`config.mk`:
```
export PLATFORM = sky130hd
export DESIGN_NAME = serial_add_sequencer
export DESIGN_NICKNAME = d
export VERILOG_FILES = /design/src/rtl/serial_add_pkg.sv /design/src/rtl/serial_full_adder.sv /design/src/rtl/serial_add_sequencer.sv
export SDC_FILE = /design/constraint.sdc
export NUM_CORES = 1
export LEC_CHECK = 0
export ABC_CLOCK_PERIOD_IN_PS = 1900
export CORE_ASPECT_RATIO = 1.25
export CORE_MARGIN = 1.5
export CORE_UTILIZATION = 30
export CTS_CLUSTER_DIAMETER = 200
export DETAILED_ROUTE_END_ITERATION = 10
export SETUP_SLACK_MARGIN = 0.15
export SLEW_MARGIN = 15
export SYNTH_ARGS = -nofsm -noshare
export SYNTH_HDL_FRONTEND = slang
export SYNTH_SLANG_ARGS = --single-unit
```
`constraint.sdc`:
```
create_clock -name clk -period 1.9 [get_ports clk]
set_clock_uncertainty 0.2 [all_clocks]
set_input_delay 0.285 -clock clk [delete_from_list [all_inputs] [get_ports clk]]
set_output_delay 0.285 -clock clk [all_outputs]
set_load 0.05 [all_outputs]
```
`src/rtl/serial_add_pkg.sv`:
```
`default_nettype none
// +--------------------------------------------------------------------------+
// | Module      : serial_add_pkg                                             |
// | Description : Shared types and constants for the bit-serial adder        |
// |               sequencer: FSM state encoding, default operand width and   |
// |               a majority helper for the carry.                           |
// | Revision    : 1.0 - initial release                                      |
// +--------------------------------------------------------------------------+
package serial_add_pkg;

  // Default operand/sum width in bits.
  localparam int DEFAULT_WIDTH = 8;

  // Sequencer states. The encoding is fixed so the state bits can be probed
  // directly on a logic analyser.
  typedef enum logic [1:0] {
    IDLE  = 2'b00,
    SHIFT = 2'b01,
    DONE  = 2'b10
  } state_t;

  // Carry-out of a single-bit full adder.
  function automatic logic majority(input logic x, input logic y, input logic z);
    return (x & y) | (x & z) | (y & z);
  endfunction

endpackage : serial_add_pkg
`default_nettype wire

```
`src/rtl/serial_full_adder.sv`:
```
`default_nettype none
// +--------------------------------------------------------------------------+
// | Module      : serial_full_adder                                          |
// | Description : Purely combinational 1-bit full adder.                     |
// |   x, y  in  1   addend bits                                              |
// |   ci    in  1   carry-in                                                 |
// |   s     out 1   sum bit  (x ^ y ^ ci)                                    |
// |   co    out 1   carry-out (majority of x, y, ci)                         |
// | Revision    : 1.0 - initial release                                      |
// +--------------------------------------------------------------------------+
module serial_full_adder
  import serial_add_pkg::*;
(
  input  logic x,
  input  logic y,
  input  logic ci,
  output logic s,
  output logic co
);

  assign s  = x ^ y ^ ci;
  assign co = majority(x, y, ci);

endmodule : serial_full_adder
`default_nettype wire

```
`src/rtl/serial_add_sequencer.sv`:
```
`default_nettype none
// +--------------------------------------------------------------------------+
// | Module      : serial_add_sequencer                                       |
// | Description : Self-timed sequencer for a bit-serial adder. Captures two  |
// |               WIDTH-bit operands and a carry-in on an accepted start,    |
// |               adds them LSB-first over WIDTH cycles and registers the    |
// |               result with a one-cycle done pulse.                        |
// |   clk    in  1      rising-edge clock                                    |
// |   rst    in  1      asynchronous active-high reset                       |
// |   start  in  1      request, sampled only while ready                    |
// |   a, b   in  WIDTH  operands, captured on the accepted start edge        |
// |   cin    in  1      carry-in, captured on the accepted start edge        |
// |   ready  out 1      high in IDLE                                         |
// |   busy   out 1      high in SHIFT                                        |
// |   done   out 1      high for the single DONE cycle                       |
// |   sum    out WIDTH  registered result, held until the next completion    |
// |   cout   out 1      registered final carry, held with sum                |
// | Revision    : 1.0 - initial release                                      |
// +--------------------------------------------------------------------------+
module serial_add_sequencer
  import serial_add_pkg::*;
#(
  parameter int WIDTH = DEFAULT_WIDTH
) (
  input  logic             clk,
  input  logic             rst,
  input  logic             start,
  input  logic [WIDTH-1:0] a,
  input  logic [WIDTH-1:0] b,
  input  logic             cin,
  output logic             ready,
  output logic             busy,
  output logic             done,
  output logic [WIDTH-1:0] sum,
  output logic             cout
);

  localparam int              CNT_W    = (WIDTH > 1) ? $clog2(WIDTH) : 1;
  localparam logic [CNT_W-1:0] CNT_LAST = CNT_W'(WIDTH - 1);

  state_t           r_state;
  state_t           w_next_state;
  logic [CNT_W-1:0] r_cnt;
  logic [WIDTH-1:0] r_a_sr;
  logic [WIDTH-1:0] r_b_sr;
  logic [WIDTH-1:0] r_acc;
  logic             r_carry;
  logic [WIDTH-1:0] r_sum;
  logic             r_cout;

  logic             w_s;
  logic             w_co;
  logic             w_last;
  logic [WIDTH-1:0] w_acc_next;

  // Single shared full adder fed by the operand LSBs and the carry flop.
  serial_full_adder u_fa (
    .x  (r_a_sr[0]),
    .y  (r_b_sr[0]),
    .ci (r_carry),
    .s  (w_s),
    .co (w_co)
  );

  assign w_last = (r_cnt == CNT_LAST);

  // New sum bit enters at the MSB; after WIDTH shifts the first bit computed
  // has walked down to bit 0. The discarded LSB falls off the shift.
  assign w_acc_next = WIDTH'({w_s, r_acc} >> 1);

  // --------------------------------------------------------------------------
  // FSM state register
  // --------------------------------------------------------------------------
  always_ff @(posedge clk or posedge rst) begin
    if (rst) begin
      r_state <= IDLE;
    end else begin
      r_state <= w_next_state;
    end
  end

  // --------------------------------------------------------------------------
  // FSM next-state logic
  // --------------------------------------------------------------------------
  always_comb begin
    w_next_state = r_state;
    case (r_state)
      IDLE:    if (start) w_next_state = SHIFT;
      SHIFT:   if (w_last) w_next_state = DONE;
      DONE:    w_next_state = IDLE;
      default: w_next_state = IDLE;
    endcase
  end

  // --------------------------------------------------------------------------
  // Datapath: operand shifters, carry, accumulator, counter and result.
  // Operands are only loaded from IDLE, so input changes while busy are inert.
  // --------------------------------------------------------------------------
  always_ff @(posedge clk or posedge rst) begin
    if (rst) begin
      r_cnt   <= '0;
      r_a_sr  <= '0;
      r_b_sr  <= '0;
      r_acc   <= '0;
      r_carry <= 1'b0;
      r_sum   <= '0;
      r_cout  <= 1'b0;
    end else begin
      case (r_state)
        IDLE: begin
          if (start) begin
            r_a_sr  <= a;
            r_b_sr  <= b;
            r_carry <= cin;
            r_cnt   <= '0;
          end
        end
        SHIFT: begin
          r_a_sr  <= r_a_sr >> 1;
          r_b_sr  <= r_b_sr >> 1;
          r_carry <= w_co;
          r_acc   <= w_acc_next;
          // Hold the counter on the final shift so it never wraps when
          // WIDTH is a power of two.
          if (!w_last) begin
            r_cnt <= r_cnt + CNT_W'(1);
          end else begin
            r_sum  <= w_acc_next;
            r_cout <= w_co;
          end
        end
        default: ;
      endcase
    end
  end

  // Status flags decode registered state only.
  assign ready = (r_state == IDLE);
  assign busy  = (r_state == SHIFT);
  assign done  = (r_state == DONE);
  assign sum   = r_sum;
  assign cout  = r_cout;

endmodule : serial_add_sequencer
`default_nettype wire

```
==> flow_summary.ini <==
[die]
initial_core_util_pct = 31.5
rows = 30
die_x_microns = 70.8
dieHeight_microns = 87.8
ioPinCount = 32
coreArea_sq_um = 5480
die_area_sq_um = 6210

[run_status]
outcome = finished clean

[cts]
insertion_delay_ns = 0.28
clk_pin_slew_ns = 0.08
cts_tree = yes
clockBufferDepth = 2
cts_made_buffers = 5
cts_root_buf = clkbuf_8
ctsHtreeMaxLevel = 2
hold_buffers = 0
cts.sinks = 38

[global_routing]
grt_pass1_wl_mm = 5.89
overflow = 0
antenna_found_initial = 0
first_global_vias = 1259
track_usage_pct = 12.0
grt_start_max_net_pins = 39

[worst_setup_path]
arrival_ns = 1.19
startpoint_type = register
critPathKind = register to output port
reg2reg_to = sum[3]
rr_worst_depth = 4
cp-end-kind = output port
worst-path-max-fanout = 9
crit_required_ns = 1.41
rrSetupSlack_ns = 0.28
r2r-start = r_cnt[0]

[routing]
drc = 0
postRouteAntennaNets = 0
drt_first_pass_iters = 4
vias = 1298
wl_mm = 3.55
drt_iter0_markers = 77
vias_per_cell = 5.01
route.detailed.wl_per_inst_microns = 13.7

[synth]
avgSynthCellArea_sq_um = 10.9
synth_mux_area_share_pct = 7.84
synthAdderAreaFrac_pct = 2.61
synth_nets = 181
ys_top_cells_by_count = dfrtp_1 (38), o22ai_1 (30), nand2_1 (24)
ys_dominant_reg_cell = dfrtp_1
synth_most_common_cell = dfrtp_1
synth_enable_flop_cells = 0
ys_types = 22
synthCells = 158
synth-compound-area-share_pct = 19.6
yosys_warnings = 0
synth_top_family_by_area = compound AO/OA/AOI/OAI gates
yosysTopAreaCellShare_pct = 55.2
synth-seq-area-share_pct = 55.2
synth-xor-area-share_pct = 0
async_reset_ff_share_pct = 100
synthSimpleGateAreaFrac_pct = 9.58
syn-cell-area_sq_um = 1720
yosys-top-cells-area = dfrtp_1 (55%), o22ai_1 (11%), mux2_4 (7.8%)
ys_seq_elements = 38
yosys.area.top_type = dfrtp_1

[timing]
rsz0062_at_grt = no
timing.final.crit_share_pct = 88.4
tightest_slew_ns = 0.310
whs_ns = 0.143
setup_viol = 0
max_freq_ghz = 0.595
fin_ws_ns = 0.220
finalSetupTns_ns = 0
hold_viol = 0
finalCriticalPeriod_ns = 1.68
slew_headroom_pct = 79.3
drv_slew = 0

[layout]
nFillCells = 540
stdcell_count = 259
fin_nets = 217
finalInstanceArea_sq_um = 2250
area_growth_pct = 30.3
layout-drive-gt1-share_pct = 23.1
fin_util_pct = 41.0
diodes = 0

[pwr]
p_leak_nw = 1.00
p_total_mw = 3.77
p_int_mw = 2.28
pwr-share-clk_pct = 17.7
vdd_drop_max_v = 0.000521
p_switching_mw = 1.49
p_seq_share_pct = 38.4
power_density_nw_per_um2 = 1680
switching_share_pct = 39.6
p_comb_share_pct = 43.8

[placed_design]
numPortBuffers = 31
dp_hpwl_mm = 2.40
dpl-instance-area_sq_um = 2120
dp.cells = 249
gp_congestion = 0.728
dp_slack_ns = 0.188

[job]
drv_cap = 0

[worst_hold_path]
hold_path.class = input pin to asynchronous set/reset pin
[metal layers]
metal / GRT usage, % / wire [microns] / up-vias / share of wire, %
met1: 15.7 / 1700 / 631 / 48
met3: 2.53 / 132 / 4 / 3.7
met4: 5.15 / 49 / 0 / 1.4
met2: 19.5 / 1670 / 25 / 47
li1: - / - / 638 / -
met5: 0 / 0 / - / 0
[power groups by stage]
stage | registers [mW] | clock network [mW] | logic, mW
floorplan | 1.64 | 0 | 0.975
global placement | 1.46 | 0 | 1.61
detailed placement | 1.46 | 0 | 1.64
CTS | 1.45 | 0.689 | 1.64
global route | 1.51 | 0.719 | 1.81
finish | 1.45 | 0.668 | 1.65
[flip-flops by register name (all words and copies together), names as in the netlist]
signal   flops
r_acc        7
r_state      2
r_b_sr       8
r_cnt        3
r_carry      1
r_a_sr       8
sum          8
cout         1
[worst max-delay path by stage]
stage,startpoint,end
6_report,r_state[1],ready
3_5_place_dp,r_cnt[0],sum[3]
2_1_floorplan,r_state[1],done
3_3_place_gp,r_cnt[0],sum[3]
4_1_cts,r_state[1],busy
5_1_grt,r_state[1],ready
[layout make-up]
cell class / instances / area [sq um] / share of cell area (%)
clock buffer: 5 / 68.8 / 3.06
clock inverter: 3 / 40.0 / 1.78
inverter: 5 / 26.3 / 1.17
multi-input combinational: 105 / 688 / 30.6
sequential: 38 / 953 / 42.4
tap: 64 / 80.1 / 3.56
timing repair buffer: 39 / 390 / 17.4
[cells in the final DEF, fill, tap and decap left out, drive strengths merged]
cell type / instances
clkbuf: 5
a21oi: 17
clkinv: 3
nand2: 25
clkdlybuf4s50: 19
nor2: 4
ha: 2
bufinv: 1
dfrtp: 38
nor3: 1
nand2b: 3
o21ai: 10
nor2b: 1
o22ai: 30
inv: 4
mux2: 9
a22oi: 2
fa: 1
buf: 20
[worst max-delay path: stages (launching register included)]
cell     delay [ns]
dfrtp_2        0.46
buf_4          0.17
nor2_2         0.13
buf_12         0.15
[logic make-up (layout without fill, tap and decap cells)]
kind of cell | Yosys count | in the layout
AO/OA/AOI/OAI | 59 | 59
adder cells (fa/ha/maj) | 3 | 3
buffers and inverters | 15 | 52
flip-flops | 38 | 38
multiplexers | 9 | 9
AND/OR/NAND/NOR | 34 | 34
[repair_timing]
item                                    CTS  global route
endpoints found under the setup margin    2            10
pin swaps                                 0             0
setup buffers                             0             2
gates cloned                              0             0
gates resized for setup                   3             1
hold endpoints to repair                  0             0
Note: power is estimated with default switching activity, not from simulation.
